`src/rtl/cva6_shared_tlb_sv32_pkg.sv`:
```
//------------------------------------------------------------------------------
// Module : cva6_shared_tlb_sv32_pkg
// Brief  : Sv32 shared-TLB types: PTE, L1/walker update record, TLB entry,
//          lookup FSM states and the Sv32 VPN match helper.
// Rev    : 1.0 - initial release
//------------------------------------------------------------------------------
`default_nettype none

package cva6_shared_tlb_sv32_pkg;

    localparam int unsigned VLEN       = 32;
    // Widest Sv32 ASID; narrower configurations keep the upper bits zero.
    localparam int unsigned ASID_W_MAX = 9;

    typedef struct packed {
        logic [21:0] ppn;
        logic [1:0]  rsw;
        logic        d;
        logic        a;
        logic        g;
        logic        u;
        logic        x;
        logic        w;
        logic        r;
        logic        v;
    } pte_sv32_t;

    typedef struct packed {
        logic                  valid;
        logic                  is_4M;
        logic [19:0]           vpn;
        logic [ASID_W_MAX-1:0] asid;
        pte_sv32_t             content;
    } tlb_update_sv32_t;

    typedef struct packed {
        logic                  valid;
        logic                  is_4M;
        logic [19:0]           vpn;
        logic [ASID_W_MAX-1:0] asid;
        pte_sv32_t             content;
    } shared_tlb_entry_sv32_t;

    typedef enum logic [0:0] {
        IDLE   = 1'b0,
        LOOKUP = 1'b1
    } shared_tlb_state_e;

    // A 4 MiB superpage only compares VPN[1]; a 4 KiB page compares both levels.
    function automatic logic sv32_vpn_match(input logic        is_4M,
                                            input logic [19:0] entry_vpn,
                                            input logic [19:0] req_vpn);
        return (entry_vpn[19:10] == req_vpn[19:10]) &&
               (is_4M || (entry_vpn[9:0] == req_vpn[9:0]));
    endfunction

endpackage

`default_nettype wire

```
`src/rtl/cva6_shared_tlb_sv32_repl.sv`:
```
//------------------------------------------------------------------------------
// Module : cva6_shared_tlb_sv32_repl
// Brief  : Victim index generation for the shared TLB. The lowest invalid
//          entry is always preferred; otherwise a round-robin pointer is used,
//          or a tree pseudo-LRU when CVA6_SHARED_TLB_PLRU_EN is defined.
// Rev    : 1.0 - initial release
//------------------------------------------------------------------------------
`default_nettype none

module cva6_shared_tlb_sv32_repl #(
    parameter  int unsigned ENTRIES = 16,
    localparam int unsigned IDX_W   = $clog2(ENTRIES)
) (
    input  logic               clk_i,
    input  logic               rst_i,
    input  logic               hit_valid_i,
    input  logic [IDX_W-1:0]   hit_idx_i,
    input  logic               fill_valid_i,
    input  logic [ENTRIES-1:0] valid_i,
    output logic [IDX_W-1:0]   victim_idx_o
);

    logic             has_invalid;
    logic [IDX_W-1:0] invalid_idx;
    logic [IDX_W-1:0] repl_idx;

    // Lowest-numbered invalid entry (scan downward so the lowest wins).
    always_comb begin
        has_invalid = 1'b0;
        invalid_idx = '0;
        for (int i = ENTRIES - 1; i >= 0; i--) begin
            if (!valid_i[i]) begin
                has_invalid = 1'b1;
                invalid_idx = IDX_W'(i);
            end
        end
    end

    assign victim_idx_o = has_invalid ? invalid_idx : repl_idx;

`ifdef CVA6_SHARED_TLB_PLRU_EN
    // Binary tree: node n has children 2n+1 (bit 0) and 2n+2 (bit 1); each
    // node bit points toward the subtree that should be evicted next.
    logic [ENTRIES-2:0] tree_q;
    logic [ENTRIES-2:0] tree_d;

    // Follow the tree bits from the root to find the least recently used leaf.
    always_comb begin
        logic [IDX_W-1:0] node;
        logic             b;
        repl_idx = '0;
        node     = '0;
        for (int lvl = 0; lvl < int'(IDX_W); lvl++) begin
            b        = tree_q[node];
            repl_idx = IDX_W'({repl_idx, b});
            node     = IDX_W'((32'(node) << 1) + 32'd1 + 32'(b));
        end
    end

    // Touch the hit entry first, then the filled entry, pointing nodes away.
    always_comb begin
        logic [IDX_W-1:0] node;
        logic [IDX_W-1:0] rem;
        logic             b;
        tree_d = tree_q;
        if (hit_valid_i) begin
            node = '0;
            rem  = hit_idx_i;
            for (int lvl = 0; lvl < int'(IDX_W); lvl++) begin
                b            = rem[IDX_W-1];
                rem          = rem << 1;
                tree_d[node] = ~b;
                node         = IDX_W'((32'(node) << 1) + 32'd1 + 32'(b));
            end
        end
        if (fill_valid_i) begin
            node = '0;
            rem  = victim_idx_o;
            for (int lvl = 0; lvl < int'(IDX_W); lvl++) begin
                b            = rem[IDX_W-1];
                rem          = rem << 1;
                tree_d[node] = ~b;
                node         = IDX_W'((32'(node) << 1) + 32'd1 + 32'(b));
            end
        end
    end

    // PLRU tree state.
    always_ff @(posedge clk_i or posedge rst_i) begin
        if (rst_i) begin
            tree_q <= '0;
        end else begin
            tree_q <= tree_d;
        end
    end
`else
    logic [IDX_W-1:0] ptr_q;
    logic [IDX_W-1:0] ptr_d;
    logic             unused_hit;

    // Hits do not influence round-robin replacement.
    assign unused_hit = ^{hit_valid_i, hit_idx_i};
    assign repl_idx   = ptr_q;

    // Pointer advances on every fill; power-of-two size makes the wrap free.
    always_comb begin
        ptr_d = ptr_q;
        if (fill_valid_i) begin
            ptr_d = ptr_q + IDX_W'(1);
        end
    end

    // Round-robin pointer register.
    always_ff @(posedge clk_i or posedge rst_i) begin
        if (rst_i) begin
            ptr_q <= '0;
        end else begin
            ptr_q <= ptr_d;
        end
    end
`endif

endmodule

`default_nettype wire

```
`src/rtl/cva6_shared_tlb_sv32.sv`:
```
//------------------------------------------------------------------------------
// Module : cva6_shared_tlb_sv32
// Brief  : Fully-associative Sv32 second-level TLB shared by ITLB and DTLB.
//          Accepts one L1 miss at a time (ITLB first), looks it up the next
//          cycle, refills the L1 on a hit, and absorbs/forwards walker fills.
//          Define CVA6_SHARED_TLB_PLRU_EN for pseudo-LRU replacement.
// Rev    : 1.0 - initial release
//------------------------------------------------------------------------------
`default_nettype none

module cva6_shared_tlb_sv32
    import cva6_shared_tlb_sv32_pkg::*;
#(
    parameter int unsigned SHARED_TLB_ENTRIES = 16,
    parameter int unsigned ASID_WIDTH         = 1
) (
    input  logic                  clk_i,
    input  logic                  rst_i,
    input  logic                  flush_i,
    input  logic                  enable_translation_i,
    input  logic                  en_ld_st_translation_i,
    input  logic [ASID_WIDTH-1:0] asid_i,
    input  logic                  itlb_access_i,
    input  logic                  itlb_hit_i,
    input  logic [VLEN-1:0]       itlb_vaddr_i,
    input  logic                  dtlb_access_i,
    input  logic                  dtlb_hit_i,
    input  logic [VLEN-1:0]       dtlb_vaddr_i,
    output tlb_update_sv32_t      itlb_update_o,
    output tlb_update_sv32_t      dtlb_update_o,
    output logic                  itlb_miss_o,
    output logic                  dtlb_miss_o,
    output logic                  shared_tlb_access_o,
    output logic                  shared_tlb_hit_o,
    output logic [VLEN-1:0]       shared_tlb_vaddr_o,
    output logic                  itlb_req_o,
    input  logic                  ptw_active_i,
    input  logic                  walking_instr_i,
    input  tlb_update_sv32_t      shared_tlb_update_i
);

    localparam int unsigned SHARED_TLB_IDX_W = $clog2(SHARED_TLB_ENTRIES);

    shared_tlb_state_e      state_q, state_d;
    logic [VLEN-1:0]        vaddr_q, vaddr_d;
    logic                   is_instr_q, is_instr_d;
    shared_tlb_entry_sv32_t entries_q [SHARED_TLB_ENTRIES];

    logic [SHARED_TLB_ENTRIES-1:0] match;
    logic [SHARED_TLB_ENTRIES-1:0] valid_vec;
    logic                          any_match;
    logic [SHARED_TLB_IDX_W-1:0]   hit_idx;
    logic [SHARED_TLB_IDX_W-1:0]   victim_idx;
    logic                          lookup_act;
    logic                          lookup_hit;
    logic                          fill_valid;
    logic                          itlb_new;
    logic                          dtlb_new;
    tlb_update_sv32_t              hit_update;

    // Tag compare against every entry; lowest matching index is selected.
    always_comb begin
        match     = '0;
        valid_vec = '0;
        any_match = 1'b0;
        hit_idx   = '0;
        for (int i = SHARED_TLB_ENTRIES - 1; i >= 0; i--) begin
            valid_vec[i] = entries_q[i].valid;
            match[i]     = entries_q[i].valid &&
                           ((entries_q[i].asid == ASID_W_MAX'(asid_i)) ||
                            entries_q[i].content.g) &&
                           sv32_vpn_match(entries_q[i].is_4M, entries_q[i].vpn,
                                          vaddr_q[31:12]);
            if (match[i]) begin
                any_match = 1'b1;
                hit_idx   = SHARED_TLB_IDX_W'(i);
            end
        end
    end

    assign itlb_new   = !rst_i && enable_translation_i && itlb_access_i &&
                        !itlb_hit_i && !ptw_active_i;
    assign dtlb_new   = !rst_i && en_ld_st_translation_i && dtlb_access_i &&
                        !dtlb_hit_i && !ptw_active_i;
    assign lookup_act = !rst_i && (state_q == LOOKUP) && !flush_i;
    assign lookup_hit = lookup_act && any_match;
    assign fill_valid = !rst_i && shared_tlb_update_i.valid && !flush_i;

    assign shared_tlb_access_o = lookup_act;
    assign shared_tlb_hit_o    = lookup_hit;
    assign shared_tlb_vaddr_o  = lookup_act ? vaddr_q : '0;
    assign itlb_req_o          = lookup_act && is_instr_q;

    // Refill record built from the hit entry, tagged with the current ASID.
    always_comb begin
        hit_update         = '0;
        hit_update.valid   = 1'b1;
        hit_update.is_4M   = entries_q[hit_idx].is_4M;
        hit_update.vpn     = entries_q[hit_idx].vpn;
        hit_update.asid    = ASID_W_MAX'(asid_i);
        hit_update.content = entries_q[hit_idx].content;
    end

    // L1 refill ports: a walker fill takes priority over a lookup hit.
    always_comb begin
        itlb_update_o = '0;
        dtlb_update_o = '0;
        if (lookup_hit && is_instr_q) begin
            itlb_update_o = hit_update;
        end
        if (lookup_hit && !is_instr_q) begin
            dtlb_update_o = hit_update;
        end
        if (fill_valid && walking_instr_i) begin
            itlb_update_o = shared_tlb_update_i;
        end
        if (fill_valid && !walking_instr_i) begin
            dtlb_update_o = shared_tlb_update_i;
        end
    end

    // Miss acceptance and lookup sequencing; ITLB wins simultaneous misses.
    always_comb begin
        state_d     = state_q;
        vaddr_d     = vaddr_q;
        is_instr_d  = is_instr_q;
        itlb_miss_o = 1'b0;
        dtlb_miss_o = 1'b0;
        if (flush_i) begin
            state_d = IDLE;
        end else begin
            case (state_q)
                IDLE: begin
                    if (itlb_new) begin
                        itlb_miss_o = 1'b1;
                        vaddr_d     = itlb_vaddr_i;
                        is_instr_d  = 1'b1;
                        state_d     = LOOKUP;
                    end else if (dtlb_new) begin
                        dtlb_miss_o = 1'b1;
                        vaddr_d     = dtlb_vaddr_i;
                        is_instr_d  = 1'b0;
                        state_d     = LOOKUP;
                    end
                end
                LOOKUP:  state_d = IDLE;
                default: state_d = IDLE;
            endcase
        end
    end

    // FSM and latched request registers.
    always_ff @(posedge clk_i or posedge rst_i) begin
        if (rst_i) begin
            state_q    <= IDLE;
            vaddr_q    <= '0;
            is_instr_q <= 1'b0;
        end else begin
            state_q    <= state_d;
            vaddr_q    <= vaddr_d;
            is_instr_q <= is_instr_d;
        end
    end

    // Entry storage: flush invalidates everything and overrides any fill.
    always_ff @(posedge clk_i or posedge rst_i) begin
        if (rst_i) begin
            for (int i = 0; i < int'(SHARED_TLB_ENTRIES); i++) begin
                entries_q[i] <= '0;
            end
        end else if (flush_i) begin
            for (int i = 0; i < int'(SHARED_TLB_ENTRIES); i++) begin
                entries_q[i].valid <= 1'b0;
            end
        end else if (fill_valid) begin
            entries_q[victim_idx].valid   <= 1'b1;
            entries_q[victim_idx].is_4M   <= shared_tlb_update_i.is_4M;
            entries_q[victim_idx].vpn     <= shared_tlb_update_i.vpn;
            entries_q[victim_idx].asid    <= shared_tlb_update_i.asid;
            entries_q[victim_idx].content <= shared_tlb_update_i.content;
        end
    end

    cva6_shared_tlb_sv32_repl #(
        .ENTRIES (SHARED_TLB_ENTRIES)
    ) u_repl (
        .clk_i        (clk_i),
        .rst_i        (rst_i),
        .hit_valid_i  (lookup_hit),
        .hit_idx_i    (hit_idx),
        .fill_valid_i (fill_valid),
        .valid_i      (valid_vec),
        .victim_idx_o (victim_idx)
    );

endmodule

`default_nettype wire

```
`config.mk`:
```
export PLATFORM = sky130hd
export DESIGN_NAME = cva6_shared_tlb_sv32
export DESIGN_NICKNAME = d
export VERILOG_FILES = /design/src/rtl/cva6_shared_tlb_sv32_pkg.sv /design/src/rtl/cva6_shared_tlb_sv32_repl.sv /design/src/rtl/cva6_shared_tlb_sv32.sv
export SDC_FILE = /design/constraint.sdc
export NUM_CORES = 2
export LEC_CHECK = 0
export BUFFER_PORTS_ARGS = -buffer_cell sky130_fd_sc_hd__buf_4
export CAP_MARGIN = 10
export CORE_UTILIZATION = 62
export DETAILED_ROUTE_END_ITERATION = 8
export PLACE_DENSITY_LB_ADDON = 0.25
export SLEW_MARGIN = 20
export SYNTH_ARGS = -nofsm -noshare
export SYNTH_HDL_FRONTEND = slang
export SYNTH_SLANG_ARGS = --single-unit
```
`constraint.sdc`:
```
create_clock -name clk_i -period 37.9 [get_ports clk_i]
set_input_delay 1.895 -clock clk_i [delete_from_list [all_inputs] [get_ports clk_i]]
set_output_delay 1.895 -clock clk_i [all_outputs]
set_load 0.02 [all_outputs]
```
==> qor.csv <==
metric,value,unit
remaining antenna violation count after routing,0,
Core Footprint,85550,um^2
RSZ-0062 raised after global routing,false,
Setup Viol. Count Final,0,
total power draw,2.687,mW
GRT overflow,0,
CP Class,in -> out,
RD Place Congestion,0.9974,
worst hold slack,0.4881,ns
vias in the first global route,37641,
library cells used by synthesis,74,
crit path DAT,8.21,ns
Crit-path slowest cell,nand2_4,
die area,87930,um^2
Clock Tree Buf Depth,3,
die height,296.5,um
clock latency at the later pin of the worst-skew pair,0.68,ns
sequential area share after synthesis,48.66,%
number of synthesized flops with an enable pin,0,
PostCTS Resize Cnt,0,
Die W,296.5,um
multi-input logic area,26150,um^2
final worst path period share,26.65,%
FMAX,99.01,MHz
Fin Setup TNS,0,ns
Pre-Repair DR Iteration Count,6,
global-route wire length before repair,232700,um
Routed WL per cell,26.72,um
fin util,70.40,%
critical path startpoint category,input pin,
clock slew at reported path FFs,0.06,ns
synthesis-to-layout area growth,11.97,%
DP HPWL,99050,um
"Hold Violations, Final",0,
Slew Limit Fails,0,
Yosys warning total,0,
Leakage,30.31,nW
crit-path max FO,64,
TritonCTS Buffers,107,
total track usage,35.10,%
post-CTS setup buffers,0,
root buffer cell,clkbuf_16,
via count,37652,
PwrDens,44.61,nW/um^2
via/cell ratio,6.555,
drt drc,0,
critical path capture point type,output pin,
Starting Density,62.87,%
CTS hold repair buffers,0,
Site Rows,107,
Slew headroom,18.61,%
fin crit period,10.10,ns
initial antenna violation count,4,
Fill cells,5973,
final net count,4652,
"Cell Chain, Critical Path",buf_4 -> xnor2_1 -> a31oi_1 -> nor4_1 -> a22o_1 -> o211ai_1 -> a31oi_1 -> o21ai_1 -> nand2_4 -> buf_4 -> buf_4 -> buf_16 -> mux2_2 -> o22ai_1 -> nor3_2 -> a22o_1 -> buf_4,
CTS HTree Levels,3,
clock sinks,1046,
TritonCTS clock tree,done,
Register Area,26180,um^2
"Design Area, Final",60230,um^2
CP most frequent cell,buf_4,
Post-DP Area,56570,um^2
share of layout cells above drive strength 1,38.52,%
Worst VDD drop,0.03972,mV
Critical Path RT,36.00,ns
Mean Syn Cell Area,12.27,um^2
Main synth FF type,dfrtp_1,
total of max-cap violations,0,
clock skew,0.01999,ns
HP Class,reg -> reg,
status,finished clean,
"wirelength, routed",153500,um
IO buf count,301,
Synth Net Count,4522,
worst slew pin tran,1.218,ns
"FF+latch count, synth",1046,
pin count of the biggest net entering global routing,183,
Post-Syn Area,53790,um^2
Cells after Synth,4382,
Ports,302,
asr flop ratio synth,100.0,%
"slowest stage delay, CP",0.91,ns
Iteration-0 DRC Markers,3502,
[critical path: cells and delay by family]
kind | cells | cell delay [ns]
AOI/OAI and AO/OA | 7 | 1.67
buffers and inverters | 5 | 2.23
xor gates and xnor gates | 1 | 0.18
and+or+nand+nor | 3 | 1.57
muxes | 1 | 0.39
[layer usage]
| metal | global-route usage (%) | routed length [um] |
|---|---|---|
| met5 | 0 | 23 |
| met4 | 13.97 | 5991 |
| met3 | 5.253 | 11000 |
| met2 | 54.41 | 70930 |
| met1 | 49.90 | 65520 |
[flip-flops by register name, indices dropped and copies added, names as in the netlist]
register / cells
vaddr_q: 32
entries_q: 1008
state_q: 1
is_instr_q: 1
u_repl.ptr_q: 4
[power breakdown]
part | total (mW) | switching [mW] | internal (mW)
registers | 1.24 | 0.0660 | 1.17
clock network | 1.07 | 0.447 | 0.624
logic | 0.379 | 0.216 | 0.162
[cells in the final DEF, fill, tap and decap left out, types with 9 or more instances in the layout]
cell and count:
a21o_1 10, a21oi_1 43, a221oi_1 10, a22o_1 155, a31oi_1 21, a41oi_1 10
and2_1 50, and3_1 16, buf_4 364, bufinv_16 9, clkbuf_1 23, clkbuf_16 108
clkbuf_8 20, clkinv_2 28, dfrtp_1 1046, inv_1 16, mux2_1 55, mux2_2 1122
mux2_4 10, mux2i_1 159, nand2_1 312, nand2b_1 10, nand3_1 50, nand4_1 63
nor2_1 69, nor3_2 50, nor4_1 87, o211ai_1 12, o21ai_0 30, o221ai_1 44
o22a_1 45, o22ai_1 52, or4_1 22, xnor2_1 200, xor2_1 139
[synthesized netlist by cell type, types with 11 or more instances]
cell type  instances  area, um^2
a21o_1            11       82.58
a21oi_1           45       225.2
a22o_1           155        1358
a31oi_1           21       131.4
and2_1            56       350.3
and3_1            16       100.1
buf_1             25       93.84
buf_2             66       330.3
buf_4             32       240.2
buf_6             12       135.1
clkbuf_1         212       795.8
dfrtp_1         1046       26180
inv_1             17       63.81
mux2_1            55       619.3
mux2_2          1122       12630
mux2i_1          159        1592
nand2_1          323        1212
nand3_1           51       255.2
nand4_1           63       394.1
nor2_1            70       262.8
nor3_1            12       60.06
nor3_2            44       440.4
nor4_1            88       550.5
o211ai_1          12       90.09
o21ai_0           31       155.2
o221ai_1          44       385.4
o22a_1            45       394.1
o22ai_1           52       325.3
or4_1             22       165.2
xnor2_1          200        1752
xor2_1           139        1217
[path summary, 6_finish.rpt]
check | start | endpoint | slack [ns] | cells after the start
worst max-delay path | asid_i | dtlb_update_o[2] | 27.80 | 17
worst min-delay path | u_repl.ptr_q[3] | u_repl.ptr_q[3] | 0.49 | 1
worst max register to register | entries_q[125] | entries_q[621] | 33.38 | 13
worst min register to register | u_repl.ptr_q[3] | u_repl.ptr_q[3] | 0.49 | 1
max in group asynchronous | rst_i | entries_q[904] | 33.60 | 5
min in group asynchronous | rst_i | entries_q[115] | 1.27 | 2
[kinds of logic (layout without fill, tap and decap cells)]
family | after synthesis | count (layout) | share of synthesized area [%]
XOR/XNOR | 339 | 339 | 5.520
flip-flops | 1046 | 1046 | 48.66
adder cells (fa/ha/maj) | 1 | 1 | 0.02326
AND/OR/NAND/NOR | 796 | 796 | 7.758
AO/OA/AOI/OAI | 489 | 489 | 7.062
other | 0 | 2 | 0
multiplexers | 1346 | 1346 | 27.88
buffers and inverters | 365 | 581 | 3.092
[final cells by class]
cell class,instances,share of cell area (%)
flip-flops and latches,1046,43.46
multi-input cells,2971,43.42
clock buffers,151,5.088
repair buffers,368,4.683
well taps,1144,2.377
clock inverters,44,0.8352
inverters,18,0.1246
diodes,2,0.008310
[stage by stage]
stage,instances,setup WS [ns]
after global placement,5545,27.96
final,5744,27.80
after floorplan,4382,6.534
after detailed placement,5545,27.82
after CTS,5740,27.77
after global routing,5743,27.64
No activity file was read; power rests on OpenSTA's default activity.
